### src/rtl/bus_slave_decoder.sv
// bus_slave_decoder: decodes the top two master address bits to one of three
// slaves, sequences the request/ready/read-valid handshake and returns a
// one-cycle ack (with err for unmapped addresses) to the master. dsel is
// registered and only updates when a mapped request is accepted, so the
// downstream read-data mux stays stable after completion.
// Optional: define BUS_DECODER_TIMEOUT_EN to abort REQ/RESP after
// TIMEOUT_CYCLES cycles without progress (reported as an error ack).
module bus_slave_decoder #(
  parameter int unsigned ADDR_WIDTH     = 16,
  parameter int unsigned TIMEOUT_CYCLES = 255
) (
  input  logic                  clk,
  input  logic                  rst,
  input  logic                  m_req,
  input  logic [ADDR_WIDTH-1:0] m_addr,
  input  logic                  m_write,
  output logic                  m_ack,
  output logic                  m_err,
  output logic                  busy,
  output logic [2:0]            s_req,
  output logic [ADDR_WIDTH-3:0] s_addr,
  output logic                  s_write,
  input  logic [2:0]            s_ready,
  input  logic [2:0]            s_rvalid,
  output logic [1:0]            dsel
);

  typedef enum logic [2:0] {
    S_IDLE,
    S_REQ,
    S_RESP,
    S_ACK,
    S_ERR
  } state_t;

  state_t                state_q, state_d;
  logic                  m_ack_q, m_ack_d;
  logic                  m_err_q, m_err_d;
  logic                  busy_q, busy_d;
  logic [2:0]            s_req_q, s_req_d;
  logic [ADDR_WIDTH-3:0] s_addr_q, s_addr_d;
  logic                  s_write_q, s_write_d;
  logic [1:0]            dsel_q, dsel_d;

  logic [1:0] idx;
  logic       sel_ready;
  logic       sel_rvalid;
  logic       expire;

  assign idx = m_addr[ADDR_WIDTH-1:ADDR_WIDTH-2];

  // Pick the handshake bits of the selected slave only; others are ignored.
  always_comb begin
    sel_ready  = 1'b0;
    sel_rvalid = 1'b0;
    case (dsel_q)
      2'd0: begin sel_ready = s_ready[0]; sel_rvalid = s_rvalid[0]; end
      2'd1: begin sel_ready = s_ready[1]; sel_rvalid = s_rvalid[1]; end
      2'd2: begin sel_ready = s_ready[2]; sel_rvalid = s_rvalid[2]; end
      default: begin sel_ready = 1'b0; sel_rvalid = 1'b0; end
    endcase
  end

`ifdef BUS_DECODER_TIMEOUT_EN
  localparam int unsigned CNT_W = $clog2(TIMEOUT_CYCLES + 1);

  logic [CNT_W-1:0] cnt_q, cnt_d;

  // Cycle counter: zero in IDLE (so REQ entry starts at 0), counts in REQ/RESP.
  always_comb begin
    cnt_d  = '0;
    expire = 1'b0;
    if (state_q == S_REQ || state_q == S_RESP) begin
      cnt_d  = cnt_q + CNT_W'(1);
      expire = (cnt_q == CNT_W'(TIMEOUT_CYCLES - 1));
    end
  end

  // Timeout counter register.
  always_ff @(posedge clk) begin
    if (rst) cnt_q <= '0;
    else     cnt_q <= cnt_d;
  end
`else
  assign expire = 1'b0;
`endif

  // Next-state and next-output logic; progress is checked before expiry.
  always_comb begin
    state_d   = state_q;
    s_req_d   = s_req_q;
    s_addr_d  = s_addr_q;
    s_write_d = s_write_q;
    dsel_d    = dsel_q;
    case (state_q)
      S_IDLE: begin
        if (m_req) begin
          s_addr_d  = m_addr[ADDR_WIDTH-3:0];
          s_write_d = m_write;
          if (idx != 2'b11) begin
            dsel_d  = idx;
            s_req_d = 3'b001 << idx;
            state_d = S_REQ;
          end else begin
            state_d = S_ERR;
          end
        end
      end
      S_REQ: begin
        if (sel_ready) begin
          s_req_d = '0;
          state_d = s_write_q ? S_ACK : S_RESP;
        end else if (expire) begin
          s_req_d = '0;
          state_d = S_ERR;
        end
      end
      S_RESP: begin
        if (sel_rvalid)  state_d = S_ACK;
        else if (expire) state_d = S_ERR;
      end
      S_ACK:   state_d = S_IDLE;
      S_ERR:   state_d = S_IDLE;
      default: state_d = S_IDLE;
    endcase
    m_ack_d = (state_d == S_ACK) || (state_d == S_ERR);
    m_err_d = (state_d == S_ERR);
    busy_d  = (state_d != S_IDLE);
  end

  // State and registered outputs.
  always_ff @(posedge clk) begin
    if (rst) begin
      state_q   <= S_IDLE;
      m_ack_q   <= 1'b0;
      m_err_q   <= 1'b0;
      busy_q    <= 1'b0;
      s_req_q   <= '0;
      s_addr_q  <= '0;
      s_write_q <= 1'b0;
      dsel_q    <= '0;
    end else begin
      state_q   <= state_d;
      m_ack_q   <= m_ack_d;
      m_err_q   <= m_err_d;
      busy_q    <= busy_d;
      s_req_q   <= s_req_d;
      s_addr_q  <= s_addr_d;
      s_write_q <= s_write_d;
      dsel_q    <= dsel_d;
    end
  end

  assign m_ack   = m_ack_q;
  assign m_err   = m_err_q;
  assign busy    = busy_q;
  assign s_req   = s_req_q;
  assign s_addr  = s_addr_q;
  assign s_write = s_write_q;
  assign dsel    = dsel_q;

endmodule

### config.mk
export PLATFORM = sky130hd
export DESIGN_NAME = bus_slave_decoder
export DESIGN_NICKNAME = d
export VERILOG_FILES = /design/src/rtl/bus_slave_decoder.sv
export SDC_FILE = /design/constraint.sdc
export NUM_CORES = 1
export LEC_CHECK = 0
export CAP_MARGIN = 40
export CORE_ASPECT_RATIO = 0.5
export CORE_MARGIN = 2
export CORE_UTILIZATION = 25
export CTS_CLUSTER_SIZE = 16
export DETAILED_ROUTE_END_ITERATION = 8
export PLACE_DENSITY = 0.6
export SKIP_CTS_REPAIR_TIMING = 1
export SLEW_MARGIN = 20
export SYNTH_ARGS = -nofsm -noshare
export SYNTH_HDL_FRONTEND = slang
export SYNTH_SLANG_ARGS = --single-unit
### constraint.sdc
create_clock -name clk -period 2.45 [get_ports clk]
set_clock_uncertainty 0.2 [all_clocks]
set_input_delay 0.735 -clock clk [delete_from_list [all_inputs] [get_ports clk]]
set_output_delay 0.735 -clock clk [all_outputs]
set_load 0.02 [all_outputs]
==> metrics.log <==
INFO  metric setup_viol = 0
INFO  metric dr_total_vias = 946
INFO  metric timing.final.hold_violations = 0
INFO  metric core_area = 3864 µm²
INFO  metric first_global_vias = ~860
INFO  metric timing.max_cap.violations = 0
INFO  metric clk_pin_slew_worst_paths = 0.09 ns
INFO  metric first_pass_iters = 4
INFO  metric cts_made_buffers = 3
INFO  metric finalSetupTns = 0 ns
INFO  metric grt_pass1_wl = 4015 µm
INFO  metric crit_fanout = 6
INFO  metric die-width = ~93 µm
INFO  metric number_of_antenna_violations_at_the_first_check_in_global_routing = 0
INFO  metric crit_path_max_incr_delay = roughly 0.66 ns
INFO  metric synth_seq_cells = 26
INFO  metric initial_core_util = 25.81%
INFO  metric critPathBufInv = 1
INFO  metric dpl.cell_count = 219
INFO  metric floorplan.die_area = 4541 µm²
INFO  metric cp_top_family = buffers and inverters
INFO  metric rsz0062_at_grt = no
INFO  metric pin_count_of_the_biggest_net_entering_global_routing = 16
INFO  metric tightest_slew = 0.4143 ns
INFO  metric number_of_clock_sinks = 26
INFO  metric drt-wirelength-per-cell = 11.27 µm
INFO  metric run_status = finished, final reports clean
INFO  metric post-route-period-util = 95.13%
INFO  metric timing.final.ws_setup = 0.1193 ns
INFO  metric wl = 2513 µm
INFO  metric synth-async-reset-ratio = 0%
INFO  metric gpl.final_weighted_congestion = 0.8172
INFO  metric insertedDiodeCount = 0
INFO  metric globalRoute.totalOverflow = 0
INFO  metric commonest_cells_post_synth = 32 x sky130_fd_sc_hd__nand2_1, 26 x sky130_fd_sc_hd__dfxtp_1, 18 x sky130_fd_sc_hd__a21oi_1
INFO  metric worst_case_hold_slack = 0.2589 ns
INFO  metric ys_top_cells_by_area = sky130_fd_sc_hd__dfxtp_1 52%, sky130_fd_sc_hd__nand2_1 12%, sky130_fd_sc_hd__a21oi_1 9.0%
INFO  metric dp_hpwl = a little under 2000 µm
INFO  metric post-synth-top-area-cell = sky130_fd_sc_hd__dfxtp_1
INFO  metric critical_path.endpoint_type = primary output
INFO  metric synthToLayoutAreaGrowth = 64.99%
INFO  metric synth_largest_type_area_fraction = 52.20%
INFO  metric antenna_left = 0
INFO  metric clkLatencyLatePin = 0.27 ns
INFO  metric clock_tree_from_tritoncts = done
INFO  metric maxSlewViolCount = 0
INFO  metric clock_tree.buffer_depth = 2
INFO  metric power_density = 662.4 nW/µm²
INFO  metric final_nets = 196
INFO  metric drive_above_1_share = 9.467%
INFO  metric port_buffers = between 40 and 50
INFO  metric post-synth-top-count-cell = sky130_fd_sc_hd__nand2_1
INFO  metric max_clk_rate = 0.4290 GHz
INFO  metric ir_drop_worst_case_vdd = ~220 µV
INFO  metric synth_fp_nets = 141
INFO  metric library_cell_contributing_the_largest_single_delay_on_the_critical_path = sky130_fd_sc_hd__clkdlybuf4s50_1
INFO  metric placementRows = 16
INFO  metric synthesis.area_per_instance = 8.671 µm²
INFO  metric fin_crit = 2.331 ns
INFO  metric drt_drc_violations_left = 0
INFO  metric seq_area_frac_synth = roughly 52%
INFO  metric yosysWarningCount = 0
INFO  metric synthDistinctLibCells = 25
INFO  metric critPathRequiredTime = 1.51 ns
INFO  metric hold_path.class = reg2reg
INFO  metric grtUsageTotal = about 11%
INFO  metric final_cells = 223
INFO  metric count_of_flip_flops_with_a_built_in_enable_after_synthesis = 0
INFO  metric power.leakage = 0.6030 nW
INFO  metric postLayoutCoreUtil = 42.58%
INFO  metric viasPerCell = 4.242
INFO  metric die_h = roughly 50 µm
INFO  metric synthCells = 115
INFO  metric drt-initial-drc-count = 26
INFO  metric ys.flop_type = sky130_fd_sc_hd__dfxtp_1
INFO  metric relSlewSlack = between 70% and 80%
INFO  metric detailedPlace.worstSlack = -0.1375 ns
INFO  metric htreeDepth = 1
INFO  metric cp-start-kind = flop
INFO  metric cts_root_buffer = sky130_fd_sc_hd__clkbuf_8
INFO  metric worstSetupPathType = reg2out
INFO  metric pin_count = 49
INFO  metric synth.cell_area = 997.2 µm²
INFO  metric timing.critical_path.arrival = between 1 and 1.5 ns
INFO  metric crit_chain = clkdlybuf4s50_1
power by group:
part	switching [mW]	total, mW	internal [mW]	leakage, nW
Combinational	0.125	0.258	0.133	0.354
Sequential	0.0233	0.479	0.456	0.213
Clock	0.134	0.352	0.218	0.0357
Total	0.282	1.09	0.808	0.603
kinds of logic after synthesis:
kind of cell / count (synthesis) / synth area share, %
AND/OR/NAND/NOR: 54 / 26.73
AO/OA/AOI/OAI: 28 / 16.69
flip-flops: 26 / 52.20
buffers and inverters: 5 / 2.384
multiplexers: 2 / 2.008
per-stage QoR:
stage / area, µm² / power, mW
CTS: 1645 / 1.103
global placement: 1574 / 0.7476
finish: 1645 / 1.090
detailed placement: 1574 / 0.7489
floorplan: 997.2 / 0.6142
global route: 1645 / 1.147
cell usage in the layout, fill, tap and decap left out, types with 2 or more instances in the layout:
cell type	Yosys	final
sky130_fd_sc_hd__o21ai_1	2	2
sky130_fd_sc_hd__mux2i_1	2	2
sky130_fd_sc_hd__clkbuf_8	0	3
sky130_fd_sc_hd__nand2_1	32	32
sky130_fd_sc_hd__a21oi_1	18	18
sky130_fd_sc_hd__buf_4	1	7
sky130_fd_sc_hd__nand3b_1	3	3
sky130_fd_sc_hd__nor3b_1	2	2
sky130_fd_sc_hd__nor4b_2	2	2
sky130_fd_sc_hd__clkdlybuf4s50_1	0	48
sky130_fd_sc_hd__dfxtp_1	26	26
sky130_fd_sc_hd__nor2_1	9	9
sky130_fd_sc_hd__nor3_1	2	2
per-layer routing:
layer	global-route usage [%]	up-vias	routed length (µm)	part of all wire [%]
met5	0	-	0	0
met4	4.412	0	27	1.1
met3	3.115	2	63	2.5
met2	18.35	14	1193	47
met1	14.71	430	1227	49
li1	-	500	-	-
sequential cells by signal, indices dropped and copies added, names as in the netlist:
signal and cells:
busy 1, dsel 2, m_ack 1, m_err 1, s_addr 14, s_req 3, s_write 1, state_q 3
cell type report:
cell class                      instances  area, µm²
Tap cell                               54      67.56
Clock buffer                            3      41.29
Multi-Input combinational cell         84      452.9
Fill cell                             382       2218
Sequential cell                        26      520.5
Clock inverter                          1      30.03
Timing Repair Buffer                   55      533.0
final timing paths:
check	cells past startpoint	start	slack (ns)	endpoint
worst max register to register	5	state_q[1]	0.62	dsel[0]
worst max-delay path	1	dsel[1]	0.12	dsel[1]
worst min-delay path	2	s_addr[0]	0.26	s_addr[0]
worst min register to register	2	s_addr[0]	0.26	s_addr[0]
Power figures use the tool's default switching activity.
